## config.mk

```make
export PLATFORM = sky130hd
export DESIGN_NAME = imem_loader
export DESIGN_NICKNAME = d
export VERILOG_FILES = /design/src/rtl/imem_loader_pkg.sv /design/src/rtl/imem_loader.sv
export SDC_FILE = /design/constraint.sdc
export NUM_CORES = 1
export LEC_CHECK = 0
export CAP_MARGIN = 20
export CORE_MARGIN = 10
export CORE_UTILIZATION = 37
export CTS_CLUSTER_SIZE = 14
export DETAILED_ROUTE_END_ITERATION = 6
export PLACE_DENSITY = 0.68
export SETUP_SLACK_MARGIN = 0.5
export SLEW_MARGIN = 15
export SYNTH_ARGS = -nofsm -noshare
export SYNTH_HDL_FRONTEND = slang
export SYNTH_SLANG_ARGS = --single-unit
export TNS_END_PERCENT = 100
```

## constraint.sdc

```tcl
create_clock -name clk -period 5.94 [get_ports clk]
set_input_delay 0.594 -clock clk [delete_from_list [all_inputs] [get_ports clk]]
set_output_delay 0.594 -clock clk [all_outputs]
set_load 0.05 [all_outputs]
```

## src/rtl/imem_loader_pkg.sv

```systemverilog
// ---------------------------------------------------------------------------
// imem_loader_pkg
//
// Purpose:
//    Shared definitions for the instruction-memory byte-stream loader.
//    Holds the loader FSM state enum, the default frame start marker, the
//    frame field constants and a small length-check helper.
//
// Contents:
//    state_t            loader FSM states (IDLE, LEN_LO, LEN_HI, DATA, CSUM)
//    SYNC_BYTE_DEFAULT  default frame start marker
//    HDR_LEN            bytes in the frame header (sync + 16-bit length)
//    CSUM_W             checksum width in bits
//    LEN_W              width of the word-count length field
//    len_fits()         does a word count fit in a memory of a given byte depth
// ---------------------------------------------------------------------------
package imem_loader_pkg;

   // Loader FSM states, in the order a frame walks through them.
   typedef enum logic [2:0] {
      ST_IDLE,
      ST_LEN_LO,
      ST_LEN_HI,
      ST_DATA,
      ST_CSUM
   } state_t;

   // Marker that opens a frame when seen in IDLE.
   localparam logic [7:0] SYNC_BYTE_DEFAULT = 8'hA5;

   // Sync byte plus the two length bytes.
   localparam int HDR_LEN = 3;

   // The trailing checksum is a plain 8-bit modular sum of the payload.
   localparam int CSUM_W = 8;

   // Length field is a 16-bit count of 32-bit words.
   localparam int LEN_W = 16;

   // True when 'len' words fit into a memory of 'depth_bytes' bytes.
   // Comparing words against depth/4 keeps the arithmetic in 32 bits with
   // no risk of the len*4 product overflowing.
   function automatic logic len_fits(input logic [LEN_W-1:0] len,
                                     input int unsigned depth_bytes);
      logic [31:0] len_ext;
      len_ext = {{(32-LEN_W){1'b0}}, len};
      return (len_ext <= (depth_bytes / 32'd4));
   endfunction

endpackage

```

## src/rtl/imem_loader.sv

```systemverilog
// ---------------------------------------------------------------------------
// imem_loader
//
// Purpose:
//    Programs the instruction memory from a framed byte stream delivered by
//    a host link (UART or debug bridge). A frame is
//       SYNC, LEN_LO, LEN_HI, 4*LEN payload bytes, CSUM
//    where LEN counts 32-bit words and CSUM is the mod-256 sum of the payload.
//    Payload bytes are assembled little-endian into words and written to
//    consecutive word addresses starting at 0. The core is held in reset
//    (cpu_hold) from the sync byte until the frame ends, and the frame result
//    is reported on load_done / load_err.
//
// Parameters:
//    NUM_INST   instruction memory depth in bytes (multiple of 4)
//    ADDR_W     width of the memory byte address
//    SYNC_BYTE  frame start marker
//
// Ports:
//    clk        in   single clock
//    rst_n      in   asynchronous active-low reset
//    in_data    in   stream byte
//    in_valid   in   in_data is valid
//    in_ready   out  byte accepted when in_valid && in_ready (1 out of reset)
//    mem_we     out  one-cycle write strobe to the instruction memory
//    mem_addr   out  word-aligned byte address of the write
//    mem_wdata  out  word written, byte 0 in [7:0]
//    cpu_hold   out  keep the core / PC in reset while high
//    load_done  out  last frame completed with a good checksum
//    load_err   out  last frame failed its length or checksum check
// ---------------------------------------------------------------------------
module imem_loader
   import imem_loader_pkg::*;
#(
   parameter int         NUM_INST  = 64,
   parameter int         ADDR_W    = 32,
   parameter logic [7:0] SYNC_BYTE = SYNC_BYTE_DEFAULT
) (
   input  logic              clk,
   input  logic              rst_n,
   input  logic [7:0]        in_data,
   input  logic              in_valid,
   output logic              in_ready,
   output logic              mem_we,
   output logic [ADDR_W-1:0] mem_addr,
   output logic [31:0]       mem_wdata,
   output logic              cpu_hold,
   output logic              load_done,
   output logic              load_err
);

   state_t              state;
   logic [LEN_W-1:0]    len_words;
   logic [LEN_W-1:0]    word_cnt;
   logic [1:0]          byte_idx;
   logic [23:0]         word_buf;
   logic [CSUM_W-1:0]   csum;
   logic [ADDR_W-1:0]   next_addr;

   logic                accept;
   logic [LEN_W-1:0]    len_full;
   logic                len_too_big;
   logic                last_word;

   // A byte is consumed whenever the host offers one; in_ready is only low
   // while reset is asserted, so there is never any backpressure.
   assign accept = in_valid && in_ready;

   // While in LEN_HI the full length is the incoming high byte joined with
   // the low byte captured one accepted byte earlier. The length check has to
   // look at this combined value, since len_words is not updated until the
   // clock edge that leaves LEN_HI.
   assign len_full    = {in_data, len_words[7:0]};
   assign len_too_big = !len_fits(len_full, $unsigned(NUM_INST));

   // The word now being completed is the last one of the frame when the
   // count of words already written is one short of the length.
   assign last_word = (LEN_W'(word_cnt + LEN_W'(1)) == len_words);

   // Single FSM plus datapath. Every output is a register here so the memory
   // and the core see clean, glitch-free controls. mem_we defaults low each
   // cycle so it can only ever be a one-cycle pulse. mem_addr and mem_wdata
   // are only loaded on a write and otherwise keep the last written
   // address/word. A sync byte is only recognised in IDLE; anywhere else it
   // is ordinary length, payload or checksum data.
   always_ff @(posedge clk or negedge rst_n) begin
      if (!rst_n) begin
         state     <= ST_IDLE;
         in_ready  <= 1'b0;
         mem_we    <= 1'b0;
         mem_addr  <= '0;
         mem_wdata <= '0;
         cpu_hold  <= 1'b0;
         load_done <= 1'b0;
         load_err  <= 1'b0;
         len_words <= '0;
         word_cnt  <= '0;
         byte_idx  <= '0;
         word_buf  <= '0;
         csum      <= '0;
         next_addr <= '0;
      end else begin
         in_ready <= 1'b1;
         mem_we   <= 1'b0;

         if (accept) begin
            case (state)
               ST_IDLE: begin
                  // Non-sync bytes are line noise and are dropped. A sync
                  // opens a new frame: grab the core, clear the previous
                  // result and restart addressing and checksum from zero.
                  if (in_data == SYNC_BYTE) begin
                     state     <= ST_LEN_LO;
                     cpu_hold  <= 1'b1;
                     load_done <= 1'b0;
                     load_err  <= 1'b0;
                     next_addr <= '0;
                     word_cnt  <= '0;
                     byte_idx  <= '0;
                     csum      <= '0;
                  end
               end

               ST_LEN_LO: begin
                  len_words[7:0] <= in_data;
                  state          <= ST_LEN_HI;
               end

               ST_LEN_HI: begin
                  len_words[15:8] <= in_data;
                  if (len_too_big) begin
                     // A frame that cannot fit is refused before any
                     // payload is written, and the core is let go at once.
                     state    <= ST_IDLE;
                     load_err <= 1'b1;
                     cpu_hold <= 1'b0;
                  end else if (len_full == '0) begin
                     state <= ST_CSUM;
                  end else begin
                     state <= ST_DATA;
                  end
               end

               ST_DATA: begin
                  csum     <= csum + in_data;
                  byte_idx <= byte_idx + 2'd1;
                  if (byte_idx == 2'd3) begin
                     // Fourth byte completes the word: it goes straight into
                     // the top lane of the write data alongside the three
                     // buffered lower bytes.
                     mem_we    <= 1'b1;
                     mem_addr  <= next_addr;
                     mem_wdata <= {in_data, word_buf};
                     next_addr <= next_addr + ADDR_W'(4);
                     word_cnt  <= word_cnt + LEN_W'(1);
                     if (last_word) begin
                        state <= ST_CSUM;
                     end
                  end else begin
                     case (byte_idx)
                        2'd0:    word_buf[7:0]   <= in_data;
                        2'd1:    word_buf[15:8]  <= in_data;
                        default: word_buf[23:16] <= in_data;
                     endcase
                  end
               end

               ST_CSUM: begin
                  // Writes already issued stay in memory either way; the
                  // host sees load_err and is expected to reload.
                  load_done <= (in_data == csum);
                  load_err  <= (in_data != csum);
                  cpu_hold  <= 1'b0;
                  state     <= ST_IDLE;
               end

               default: begin
                  state <= ST_IDLE;
               end
            endcase
         end
      end
   end

endmodule

```

Word-level counts from Yosys, hierarchy flattened:

Cells that the tools add are included.

* register bits: 170
* latch bits: 0
* RAM bits: 0
* bits in read-only memories: 0
* bits of input ports: 11
* memories: 0

* $add $sub $neg: 4
* multipliers: 0
* div/mod/pow operators: 0
* magnitude comparators: 1
* eq/ne operators: 14
* shift-type cells: 0
* multiplexer cells: 26
* bitwise operators: 2
* reductions and logical operators: 19

Operator list (count)
* $mux 32: 2
* $pmux 32 s2: 1
* $add 32x3->32 const B: 1
* $mux 16: 2
* $pmux 16 s2: 1
* $reduce_and 4->1: 6
* $add 16x1->16 const B: 1
* $eq 16x16->1: 1
* $le 16x5->1 const B: 1
* $logic_not 16->1: 1
* $pmux 8 s2: 1
* $mux 3: 5
* $pmux 3 s4: 1
* $reduce_and 3->1: 3
* $add 8x8->8: 1
* $eq 8x8->1: 1
* $eq 8x8->1 const B: 1
* $mux 8: 1
* $ne 2x2->1 const B: 4
* $ne 8x8->1: 1
* $mux 1: 7
* $eq 3x2->1 const B: 2
* $pmux 1 s3: 2
* $pmux 2 s2: 1
* other kinds (15): 18

Logic depth before layout (Yosys ltp):

* depth in word-level cells: 5
* depth in mapped cells: 10
* depth with buffers taken out: 8

Worst setup path before layout:

OpenSTA, ideal clock, no wires.

* path type: flip-flop to flip-flop
* start: reg word_cnt[0]
* end: reg state[1]
* arrival time: 2538 ps
* path slack: 3278 ps
* cell stages (with the launch flop): 10
* cells stage by stage: dfrtp_1 ha_1 nand4_2 or2_2 clkbuf_1 nor3_1 xnor2_1 nand4_1 or4_4 a211o_1

* cells in the longest elaborated chain, start to end: 4

RTL lines
* start: declaration: RTL line imem_loader.sv:54 `logic [LEN_W-1:0] word_cnt;`
* start signal: assignment: RTL line imem_loader.sv:155 `word_cnt <= word_cnt + LEN_W'(1);`
* $add 16x1->16: RTL line imem_loader.sv:78 `assign last_word = (LEN_W'(word_cnt + LEN_W'(1)) == len_words);`
* $eq 16x16->1: RTL line imem_loader.sv:78
* $ne 2x2->1 (no line)
* $reduce_and 4->1 (no line)
* end signal: assignment: RTL line imem_loader.sv:88 `state <= ST_IDLE;`
* end signal: assignment: RTL line imem_loader.sv:113 `state <= ST_LEN_LO;`
* end signal: assignment: RTL line imem_loader.sv:126 `state <= ST_LEN_HI;`
* end: declaration: RTL line imem_loader.sv:52 `state_t state;`

No other way between the ends.
A chain may end at the register's enable or synchronous reset.

Worst setup path in the final report:

Same ends and word-level chain as after synthesis.

==> results.py <==
metrics = {
    "status": {
        "status": "finished, final reports clean",
    },
    "routing": {
        "wl_met1_um": 8220,
        "ant_nets": 0,
        "drcViolationCount": 0,
        "vias": 5489,
        "drt-vias-per-instance": 5.04,
        "maxUsedRoutingLayer": "met4",
        "drt-total-wl_um": 17500,
        "met2WireLength_um": 8220,
        "wire_per_inst_um": 16.1,
        "wl_met3_um": 854,
        "drt-initial-drc-count": 275,
        "drt-pass1-iter-count": 4,
    },
    "die": {
        "start_util_pct": 37.9,
        "die_area_mm2": 0.0270,
        "die_y_um": 164,
        "core_mm2": 0.0204,
        "die_w_um": 164,
        "std_cell_rows": 52,
        "ios": 80,
    },
    "critical_path": {
        "crit_family": "simple AND/OR/NAND/NOR gates",
        "startpoint_type": "flop",
        "endpoint_kind": "flop",
        "critPathKind": "flop to flop",
        "cp.required_ns": 6.25,
        "max_stage_delay_ns": 0.47,
        "worst_path_max_delay_cell": "dfrtp_1",
        "cp_cell_sequence": "ha_1, nand4_2, or2_2, nor3_1, xnor2_1, nand4_1, or4_4, a211o_1",
        "arrival_ns": 3.28,
        "cp_max_fo": 7,
        "cp.buffers_inverters": 0,
    },
    "layout": {
        "num-fill-cells": 1853,
        "syn_to_final_growth_pct": 21.4,
        "fin_nets": 831,
        "multiInputGateArea_mm2": 0.00339,
        "n_antenna_cell": 0,
        "seq_area_mm2": 0.00415,
        "drive_gt1_share_pct": 15.3,
    },
    "global_route": {
        "grt_overflow": 0,
        "grt_first_pass_wirelength_um": 29500,
        "grt_max_degree": 87,
        "grt_pass1_vias": 5573,
        "antenna_found_initial": 0,
        "grt.total_usage_pct": 13.5,
    },
    "place": {
        "port-buffer-count": 77,
        "gp_congestion": 0.825,
        "pre_cts_ws_ns": 2.56,
        "dp_hpwl_um": 11800,
    },
    "clocking": {
        "cts.reportedPaths.clkPinSlew_ns": 0.07,
        "clk_latency_ns": 0.42,
        "holdBufCountCts": 0,
        "cts_max_path_buffers": 2,
        "cts_buffers": 17,
        "postCtsSetupBuffers": 0,
        "cts_tree": "built",
        "cts_resized": 0,
        "clock_sinks": 166,
        "htree_levels": 4,
        "cts-root-buf": "clkbuf_16",
    },
    "timing": {
        "fin_skew_ns": 0.00842,
        "layout_setup_ws_ns": 2.96,
        "setup_viol": 0,
        "fin_crit_sh_pct": 50.1,
        "finalHoldViolCount": 0,
        "fin_tns_setup_ns": 0,
        "fmax_mhz": 336,
        "tightest_slew_ns": 0.980,
        "drv_slew": 0,
        "rsz0062_at_grt": "no",
        "min_period_ns": 2.98,
        "maxSlewHeadroom_pct": 34.7,
    },
    "yosys": {
        "yosysTopAreaCellShare_pct": 53.8,
        "synth.distinct_cells": 55,
        "synth_largest_area_cell": "dfrtp_1",
        "synth_area_mm2": 0.00772,
        "synthCells": 733,
        "yosysSeqAreaShare_pct": 53.8,
        "ys_async_sr_fraction_pct": 100,
        "yosys-top-cells-area": "dfrtp_1 54%, mux2_2 10%, nand2_1 6.7%",
        "synthFlopType": "dfrtp_1",
        "ys_ff_latch": 166,
        "synth-edff-count": 0,
        "yosys_warnings": 0,
        "avgSynthCellArea_um2": 10.5,
    },
    "hold_path": {
        "hold_class": "input pin to async pin",
    },
    "power_and_ir_drop": {
        "pwr-share-clk_pct": 36.2,
        "leakage_nw": 4.27,
        "ir_drop_mv": 0.203,
        "power_switching_mw": 0.920,
        "power.internal_mw": 2.19,
        "powerDensity_mw_per_mm2": 332,
        "p_sw_share_pct": 29.6,
        "p_comb_share_pct": 18.4,
        "seq_power_share_pct": 45.4,
    },
    "run": {
        "maxCapViolations": 0,
    },
}
## Yosys cell counts (3+ instances only)
master	count
dfrtp_1	166
nand2_1	138
mux2_2	71
o21ai_0	45
nor2_1	42
xnor2_1	38
a21oi_1	23
clkbuf_1	21
nand3_1	21
nor3_1	17
inv_1	15
ha_1	13
nand4_1	11
or3_1	11
xor2_1	9
a22o_1	7
and3_1	7
o31ai_1	6
a21o_1	5
buf_1	5
nor4_1	5
nand2b_1	4
or2_2	4
and2_1	3
and4_1	3
buf_2	3
o21bai_1	3
## layout make-up
type / count / share of cell area, %
repair buffers: 84 / 8.80
flip-flops and latches: 166 / 44.3
well taps: 270 / 3.60
clock inverters: 14 / 1.76
clock buffers: 18 / 4.69
inverters: 15 / 0.601
multi-input cells: 522 / 36.2
## routing by layer
layer  up-vias  GRT usage [%]
li1       2684              -
met3        20           4.21
met1      2700           17.8
met4         0           4.11
met5         -              0
met2        85           20.9
## worst register-to-register path, stage by stage, from the launching register on
cell,delay (ns)
dfrtp_1,0.47
ha_1,0.31
nand4_2,0.20
or2_2,0.38
nor3_1,0.42
xnor2_1,0.17
nand4_1,0.15
or4_4,0.46
a211o_1,0.31
## flip-flops by register name (all words and copies together) (netlist names), 2 cells and up
register,flops
byte_idx,2
csum,8
len_words,16
mem_addr,30
mem_wdata,32
next_addr,30
state,3
word_buf,24
word_cnt,16
## cells in the final DEF (no fill, tap or decap), drive strengths merged, types with 2 or more instances in the layout
cell / synthesis / final
xnor2: 38 / 38
nor4: 7 / 7
nand3: 21 / 21
nor3b: 2 / 2
o21bai: 3 / 3
nor3: 17 / 17
and2: 3 / 3
bufinv: 0 / 2
conb: 2 / 3
dfrtp: 166 / 166
a21o: 5 / 5
buf: 10 / 8
or2: 6 / 6
clkdlybuf4s50: 0 / 76
clkinv: 0 / 3
inv: 15 / 21
clkbuf: 21 / 18
nand4: 12 / 12
nand2b: 4 / 4
o21ai: 46 / 46
and4: 3 / 3
and3: 7 / 7
o21a: 2 / 2
nand2: 138 / 138
or3: 11 / 11
a21oi: 23 / 23
or4: 4 / 4
clkinvlp: 0 / 3
nor2: 42 / 42
a211o: 2 / 2
ha: 13 / 13
a22o: 7 / 7
mux2: 71 / 71
xor2: 9 / 9
o41ai: 2 / 2
o31ai: 6 / 6
## final timing paths
path / end / slack, ns / from / depth (start not counted)
worst max-delay path: state[1] / 2.96 / word_cnt[0] / 8
worst min-delay path: mem_addr[10] / 0.20 / rst_n / 1
worst max register to register: state[1] / 2.96 / word_cnt[0] / 8
worst min register to register: mem_wdata[18] / 0.47 / word_buf[18] / 2
max in group asynchronous: word_buf[3] / 4.58 / rst_n / 2
min in group clk: mem_wdata[18] / 0.47 / word_buf[18] / 2
## metrics by stage
step	cells	power (mW)	area [µm²]	utilization (%)	hold WS, ns
floorplan	734	1.83	7720	-	0.298
global placement	1057	1.99	8770	43.1	0.452
detailed placement	1057	2.00	8770	43.1	0.452
CTS	1089	3.13	9370	46.0	0.211
global route	1089	3.27	9370	46.0	0.238
finish	1089	3.11	9370	46.0	0.198
## logic make-up after synthesis
family          Yosys count  synth area share [%]
xor+xnor                 47                  5.33
simple gates            281                  17.3
other cells               2                0.0973
flops                   166                  53.8
mux                      72                  10.5
buf+inv                  46                  2.38
fa+ha+maj                14                  2.37
compound gates          105                  8.22
## power by group through the flow
stage | clock, mW | combinational [mW] | sequential (mW)
6_report | 1.12 | 0.573 | 1.41
4_1_cts | 1.15 | 0.577 | 1.41
5_1_grt | 1.19 | 0.649 | 1.43
3_3_place_gp | 0 | 0.564 | 1.42
3_5_place_dp | 0 | 0.575 | 1.43
2_1_floorplan | 0 | 0.457 | 1.38
(Power assumes the default switching activity.)
